==> config.mk <==
export PLATFORM = sky130hd
export DESIGN_NAME = pipeline_hazard_controller
export DESIGN_NICKNAME = d
export VERILOG_FILES = /design/src/rtl/pipeline_pkg.sv /design/src/rtl/pipeline_hazard_controller_forwarding_unit.sv /design/src/rtl/pipeline_hazard_controller.sv
export SDC_FILE = /design/constraint.sdc
export NUM_CORES = 1
export LEC_CHECK = 0
export ABC_CLOCK_PERIOD_IN_PS = 3300
export CELL_PAD_IN_SITES_DETAIL_PLACEMENT = 1
export CELL_PAD_IN_SITES_GLOBAL_PLACEMENT = 1
export CORE_UTILIZATION = 36
export DETAILED_ROUTE_END_ITERATION = 7
export MAX_ROUTING_LAYER = met4
export PLACE_DENSITY_LB_ADDON = 0.1
export SYNTH_ARGS = -nofsm -noshare
export SYNTH_HDL_FRONTEND = slang
export SYNTH_HIERARCHICAL = 1
export SYNTH_SLANG_ARGS = --single-unit
==> constraint.sdc <==
create_clock -name clk -period 3.3 [get_ports clk]
set_input_delay 0.495 -clock clk [delete_from_list [all_inputs] [get_ports clk]]
set_output_delay 0.495 -clock clk [all_outputs]
set_load 0.02 [all_outputs]
==> src/rtl/pipeline_pkg.sv <==
// Shared types and control encodings for the 5-stage pipeline hazard controller.
package pipeline_pkg;

   localparam int DEF_REG_ADDR_W = 5;

   typedef enum logic [1:0] {
      FWD_RF     = 2'b00,
      FWD_MEM_WB = 2'b01,
      FWD_EX_MEM = 2'b10
   } fwd_sel_t;

   typedef enum logic {
      RUN      = 1'b0,
      MEM_WAIT = 1'b1
   } hz_state_t;

   typedef struct packed {
      logic pc_write;
      logic if_id_write;
      logic id_ex_write;
      logic ex_mem_write;
      logic mem_wb_write;
      logic if_id_flush;
      logic id_ex_flush;
      logic ex_mem_flush;
   } hz_ctrl_t;

   // Bit order follows hz_ctrl_t: five enables, then three flushes.
   localparam hz_ctrl_t CTRL_RESET    = hz_ctrl_t'(8'b00000_111);
   localparam hz_ctrl_t CTRL_FREEZE   = hz_ctrl_t'(8'b00000_000);
   localparam hz_ctrl_t CTRL_BRANCH   = hz_ctrl_t'(8'b11111_111);
   localparam hz_ctrl_t CTRL_LOAD_USE = hz_ctrl_t'(8'b00111_010);
   localparam hz_ctrl_t CTRL_NORMAL   = hz_ctrl_t'(8'b11111_000);

endpackage

==> src/rtl/pipeline_hazard_controller_forwarding_unit.sv <==
// EX-stage operand forwarding selects; purely combinational, EX/MEM has priority.
module forwarding_unit
   import pipeline_pkg::*;
#(
   parameter int REG_ADDR_W = DEF_REG_ADDR_W
) (
   input  logic [REG_ADDR_W-1:0] id_ex_rs1,
   input  logic [REG_ADDR_W-1:0] id_ex_rs2,
   input  logic [REG_ADDR_W-1:0] ex_mem_rd,
   input  logic [REG_ADDR_W-1:0] mem_wb_rd,
   input  logic                  ex_mem_reg_write,
   input  logic                  mem_wb_reg_write,
   output fwd_sel_t              forward_a,
   output fwd_sel_t              forward_b
);

   logic [REG_ADDR_W-1:0] rs  [2];
   fwd_sel_t              sel [2];
   logic                  ex_mem_live;
   logic                  mem_wb_live;

   // x0 is hardwired zero, so a producer targeting it never forwards.
   assign ex_mem_live = ex_mem_reg_write && (ex_mem_rd != '0);
   assign mem_wb_live = mem_wb_reg_write && (mem_wb_rd != '0);

   assign rs[0] = id_ex_rs1;
   assign rs[1] = id_ex_rs2;

   generate
      for (genvar gi = 0; gi < 2; gi++) begin : g_operand
         assign sel[gi] = (ex_mem_live && ex_mem_rd == rs[gi]) ? FWD_EX_MEM :
                          (mem_wb_live && mem_wb_rd == rs[gi]) ? FWD_MEM_WB :
                                                                 FWD_RF;
      end
   endgenerate

   assign forward_a = sel[0];
   assign forward_b = sel[1];

endmodule

==> src/rtl/pipeline_hazard_controller.sv <==
// Pipeline sequencing: hazard decode, memory-wait FSM with watchdog, perf counters.
module pipeline_hazard_controller
   import pipeline_pkg::*;
#(
   parameter int REG_ADDR_W = DEF_REG_ADDR_W,
   parameter int MAX_WAIT   = 16,
   parameter int CNT_W      = 32
) (
   input  logic                  clk,
   input  logic                  reset,
   input  logic [REG_ADDR_W-1:0] id_rs1,
   input  logic [REG_ADDR_W-1:0] id_rs2,
   input  logic [REG_ADDR_W-1:0] id_ex_rs1,
   input  logic [REG_ADDR_W-1:0] id_ex_rs2,
   input  logic [REG_ADDR_W-1:0] id_ex_rd,
   input  logic                  id_ex_mem_read,
   input  logic [REG_ADDR_W-1:0] ex_mem_rd,
   input  logic [REG_ADDR_W-1:0] mem_wb_rd,
   input  logic                  ex_mem_reg_write,
   input  logic                  mem_wb_reg_write,
   input  logic                  branch_taken,
   input  logic                  mem_req,
   input  logic                  mem_ready,
   output logic                  pc_write,
   output logic                  if_id_write,
   output logic                  id_ex_write,
   output logic                  ex_mem_write,
   output logic                  mem_wb_write,
   output logic                  if_id_flush,
   output logic                  id_ex_flush,
   output logic                  ex_mem_flush,
   output logic [1:0]            forward_a,
   output logic [1:0]            forward_b,
   output logic                  mem_timeout,
   output logic [CNT_W-1:0]      stall_cycles,
   output logic [CNT_W-1:0]      flush_count
);

   localparam int                WAIT_W   = $clog2(MAX_WAIT + 1);
   localparam logic [WAIT_W-1:0] WAIT_MAX = WAIT_W'(MAX_WAIT);

   logic             freeze;
   logic             load_use;
   logic             branch_act;
   logic             load_use_act;
   hz_ctrl_t         ctrl;
   fwd_sel_t         fwd_a;
   fwd_sel_t         fwd_b;

   hz_state_t        state_q;
   logic [WAIT_W-1:0] wait_cnt_q;
   logic             mem_timeout_q;
   logic [CNT_W-1:0] stall_cycles_q, stall_cycles_d;
   logic [CNT_W-1:0] flush_count_q,  flush_count_d;

   assign freeze   = mem_req && !mem_ready;
   assign load_use = id_ex_mem_read && (id_ex_rd != '0) &&
                     ((id_ex_rd == id_rs1) || (id_ex_rd == id_rs2));

   // A held branch only redirects once memory releases; it also squashes the load-use consumer.
   assign branch_act   = branch_taken && !freeze;
   assign load_use_act = load_use && !freeze && !branch_taken;

   always_comb begin
      ctrl = CTRL_NORMAL;
      if (reset)             ctrl = CTRL_RESET;
      else if (freeze)       ctrl = CTRL_FREEZE;
      else if (branch_taken) ctrl = CTRL_BRANCH;
      else if (load_use)     ctrl = CTRL_LOAD_USE;
   end

   assign pc_write     = ctrl.pc_write;
   assign if_id_write  = ctrl.if_id_write;
   assign id_ex_write  = ctrl.id_ex_write;
   assign ex_mem_write = ctrl.ex_mem_write;
   assign mem_wb_write = ctrl.mem_wb_write;
   assign if_id_flush  = ctrl.if_id_flush;
   assign id_ex_flush  = ctrl.id_ex_flush;
   assign ex_mem_flush = ctrl.ex_mem_flush;

   forwarding_unit #(
      .REG_ADDR_W(REG_ADDR_W)
   ) u_forwarding_unit (
      .id_ex_rs1       (id_ex_rs1),
      .id_ex_rs2       (id_ex_rs2),
      .ex_mem_rd       (ex_mem_rd),
      .mem_wb_rd       (mem_wb_rd),
      .ex_mem_reg_write(ex_mem_reg_write),
      .mem_wb_reg_write(mem_wb_reg_write),
      .forward_a       (fwd_a),
      .forward_b       (fwd_b)
   );

   assign forward_a = reset ? FWD_RF : fwd_a;
   assign forward_b = reset ? FWD_RF : fwd_b;

   // Watchdog counts only cycles spent stuck in MEM_WAIT; the freeze itself is never broken.
   always_ff @(posedge clk or posedge reset) begin
      if (reset) begin
         state_q       <= RUN;
         wait_cnt_q    <= '0;
         mem_timeout_q <= 1'b0;
      end else begin
         case (state_q)
            RUN: begin
               wait_cnt_q <= '0;
               if (freeze) state_q <= MEM_WAIT;
            end
            MEM_WAIT: begin
               if (freeze) begin
                  if (wait_cnt_q != WAIT_MAX) wait_cnt_q <= wait_cnt_q + 1'b1;
                  if (wait_cnt_q >= WAIT_MAX - 1'b1) mem_timeout_q <= 1'b1;
               end else begin
                  state_q    <= RUN;
                  wait_cnt_q <= '0;
               end
            end
            default: begin
               state_q    <= RUN;
               wait_cnt_q <= '0;
            end
         endcase
      end
   end

   assign mem_timeout = mem_timeout_q;

   always_comb begin
      stall_cycles_d = stall_cycles_q;
      flush_count_d  = flush_count_q;
      if ((freeze || load_use_act) && (stall_cycles_q != '1))
         stall_cycles_d = stall_cycles_q + 1'b1;
      if (branch_act && (flush_count_q != '1))
         flush_count_d = flush_count_q + 1'b1;
   end

   always_ff @(posedge clk or posedge reset) begin
      if (reset) begin
         stall_cycles_q <= '0;
         flush_count_q  <= '0;
      end else begin
         stall_cycles_q <= stall_cycles_d;
         flush_count_q  <= flush_count_d;
      end
   end

   assign stall_cycles = stall_cycles_q;
   assign flush_count  = flush_count_q;

endmodule

==> flow_summary.toml <==
[min_path]
whs_path_depth = 1
min_to = "mem_timeout"
hp-start = "mem_timeout"
min_path_type = "reg -> reg"

[die]
row_count = 38
die_area_um2 = 11750
fp.dieW_um = 108.4
fp.dieH_um = 108.4
core_area_um2 = 10940
initial_core_util = 0.3725
pin_count = 120

[global_route]
grtUsageTotal = 0.1942
grt_pass1_vias = 3476
grt_pass1_wl_mm = 17.36
overflow = 0
grt_max_degree = 72
antenna_found_initial = 0

[cts]
postCtsSetupRepairBufs = 0
path_clk_slew_ps = 60
cts-buffers-inserted = 9
clk_path_buf_depth = 2
clock_latency_ps = 330
htreeDepth = 3
cts_root_buffer = "clkbuf_16"
cts_tree = "done"
cts_sinks = 71

[power]
cellLeakagePower_nw = 2.446
clock_power_share = 0.374
p_int_w = 0.001824
p_per_area_nw_per_um2 = 451.4
combPwrFrac = 0.222
switching_share = 0.2961
vdd_drop_max_mv = 0.2265
power_frac_seq = 0.404
power_w = 0.002591
net-switching-power_w = 0.0007672

[synth]
ys_seq_elements = 71
synth_edf_count = 0
synth_area_leaders = "dfrtp_1, xor2_1, xnor2_1, nand2_1, nand4_1"
synth_top_area_frac = 0.4361
avgSynthCellArea_um2 = 10.26
synth.net_count = 445
synthTopCellsByCount = "dfrtp_1, xor2_1, xnor2_1, nand2_1, nor2_1"
ys_seq_area_frac = 0.4361
synth-async-reset-ratio = 1.000
syn_area_um2 = 4074
synthFlopType = "dfrtp_1"
synth_top_cell_by_area = "dfrtp_1"
synth_most_common_cell = "dfrtp_1"
synth_warnings = 6
syn_inst = 397
synth.distinct_cells = 51

[setup_path]
r2r_end = "stall_cycles[1]"
max_stage_delay_ps = 610
cpMostUsedCell = "clkdlybuf4s50_1"
critPathArrivalTime_ps = 2680
r2r_cells = 6
critical_path_class = "in -> out"
regToRegSetupSlack_ps = 1030
start_kind = "primary input"
end_kind = "output port"
cpMaxStageDelayCell = "clkdlybuf4s50_1"
worstPathRequired_ps = 2800
path_cells = "clkdlybuf4s50_1 > or4_1 > o21ai_2 > nor4_1 > nor4_2 > nor2b_1 > clkdlybuf4s50_1"
rr_startpoint = "stall_cycles[0]"
crit_fanout = 2

[detailed_routing]
first_pass_iters = 4
routed_wirelength_mm = 10.58
met3_length_um = 408
vias = 3456
route.met2.wl_mm = 5.053
postRouteAntennaNets = 0
highest_layer = "met4"
drt-vias-per-instance = 5.166
met1Wirelength_mm = 5.043
wl_per_cell_um = 15.82
drc = 0
drt-initial-drc-count = 116

[timing]
skew_ps = 9.373
final.min_clock_period_ps = 3173
finalSetupTns_ps = 0
tightest_slew_ps = 921.6
max-slew-margin-rel = 0.3856
hold_violations = 0
max_freq_ghz = 0.3151
rsz0062_at_grt = "no"
slew_viol_final = 0
fin_crit_sh = 0.9616
setup_viol = 0

[placed_design]
gp_congestion = 0.8470
post-dp-hpwl_mm = 8.028
place_inst = 653
numPortBuffers = 119
dpl_cell_area_um2 = 5440

[layout]
drive_gt1_frac = 0.09830
final_nets = 572
final_cell_area_um2 = 5741
fin_cells = 669
antennaDiodeCount = 0
areaGrowthSynthToFinish_pct = 40.91

[run]
max_cap_viol_count = 0

[run_status]
status = "complete, no violations"
==> critical path, delay by kind of cell <==
kind / cells / cell delay [ps]
AND/OR/NAND/NOR: 4 / 1000
AO/OA/AOI/OAI: 1 / 150
buffers and inverters: 2 / 1020
==> how the worst max path moves through the flow <==
| stage | slack (ps) | startpoint | end | cells past startpoint |
|---|---|---|---|---|
| after global routing | 4 | ex_mem_rd[1] | forward_b[0] | 7 |
| after CTS | 90 | ex_mem_rd[1] | forward_a[0] | 7 |
| after floorplan | 550 | reset | id_ex_flush | 3 |
| after detailed placement | 90 | ex_mem_rd[1] | forward_a[0] | 7 |
| final | 130 | ex_mem_rd[1] | forward_b[0] | 7 |
| after global placement | 120 | ex_mem_rd[1] | forward_a[0] | 7 |
==> cells in the final DEF (no fill, tap or decap), types with 2 or more instances in the layout <==
| cell | netlist | routed |
|---|---|---|
| nor4b_1 | 5 | 5 |
| nor4b_2 | 3 | 3 |
| mux2_2 | 2 | 2 |
| and3_1 | 7 | 7 |
| or4_1 | 2 | 2 |
| clkinv_2 | 0 | 2 |
| inv_1 | 8 | 7 |
| dfrtp_1 | 71 | 71 |
| and4_4 | 2 | 2 |
| nand3_1 | 21 | 21 |
| buf_4 | 5 | 10 |
| clkdlybuf4s50_1 | 0 | 118 |
| nor2b_1 | 4 | 4 |
| and4_1 | 10 | 10 |
| nor2_1 | 25 | 25 |
| xnor2_1 | 43 | 43 |
| nor3b_1 | 6 | 6 |
| clkinvlp_4 | 0 | 3 |
| nand2b_1 | 2 | 2 |
| xor2_1 | 51 | 51 |
| nor4_1 | 11 | 11 |
| and2_1 | 6 | 6 |
| nor3_1 | 17 | 17 |
| a21oi_1 | 3 | 3 |
| o21ai_0 | 2 | 2 |
| nor3_2 | 3 | 3 |
| clkbuf_16 | 0 | 9 |
| nor4_2 | 2 | 2 |
| ha_1 | 5 | 5 |
| o221ai_2 | 2 | 2 |
| nand2_1 | 32 | 32 |
| nand4b_1 | 2 | 2 |
| nand4_1 | 17 | 17 |
| o2111ai_1 | 3 | 3 |
==> through the flow <==
step	setup WS [ps]	util	hold slack, ps
3_5_place_dp	90.55	0.4975	476.1
5_1_grt	4.372	0.5249	497.1
2_1_floorplan	553.5	-	521.3
4_1_cts	90.05	0.5247	488.0
3_3_place_gp	120.5	0.4975	462.4
6_report	126.7	0.5249	486.5
==> flip-flops by register name (all words and copies together) (netlist names) <==
register and cells:
state_q 1, mem_timeout 1, flush_count 32, wait_cnt_q 5, stall_cycles 32
==> power by group through the flow <==
| stage | sequential, W | combinational [W] | clock [W] |
|---|---|---|---|
| floorplan | 0.00113 | 0.000216 | 0 |
| global placement | 0.00106 | 0.000575 | 0 |
| detailed placement | 0.00106 | 0.000581 | 0 |
| CTS | 0.00105 | 0.000584 | 0.000990 |
| global route | 0.00106 | 0.000624 | 0.00102 |
| finish | 0.00105 | 0.000575 | 0.000969 |
==> kinds of logic (layout without fill, tap and decap cells) <==
group / count (synthesis) / after routing / synth area share
DFF: 71 / 71 / 0.4361
muxes: 3 / 3 / 0.009212
adders and majority gates: 5 / 5 / 0.01536
and+or+nand+nor: 182 / 182 / 0.2632
buffers and inverters: 21 / 153 / 0.02672
AOI/OAI and AO/OA: 21 / 21 / 0.04730
xor gates and xnor gates: 94 / 94 / 0.2021
==> routing by layer <==
layer	vias up	GRT usage
met5	-	-
met4	0	0.04054
met3	8	0.03255
met2	93	0.3126
met1	1698	0.2576
li1	1657	-
==> repair_timing <==
| item | CTS | global route |
|---|---|---|
| resized for setup | 0 | 1 |
| hold buffers | 0 | 0 |
| setup endpoints to repair | 0 | 1 |
==> area by class of cell <==
cell class	instances	area, um^2
inverters	8	33.78
flip-flops and latches	71	1777
clock inverters	7	72.57
multi-input cells	305	2188
fillers	1238	5195
repair buffers	129	1269
clock buffers	9	225.2
well taps	140	175.2
Note: power is estimated with default switching activity, not from simulation.
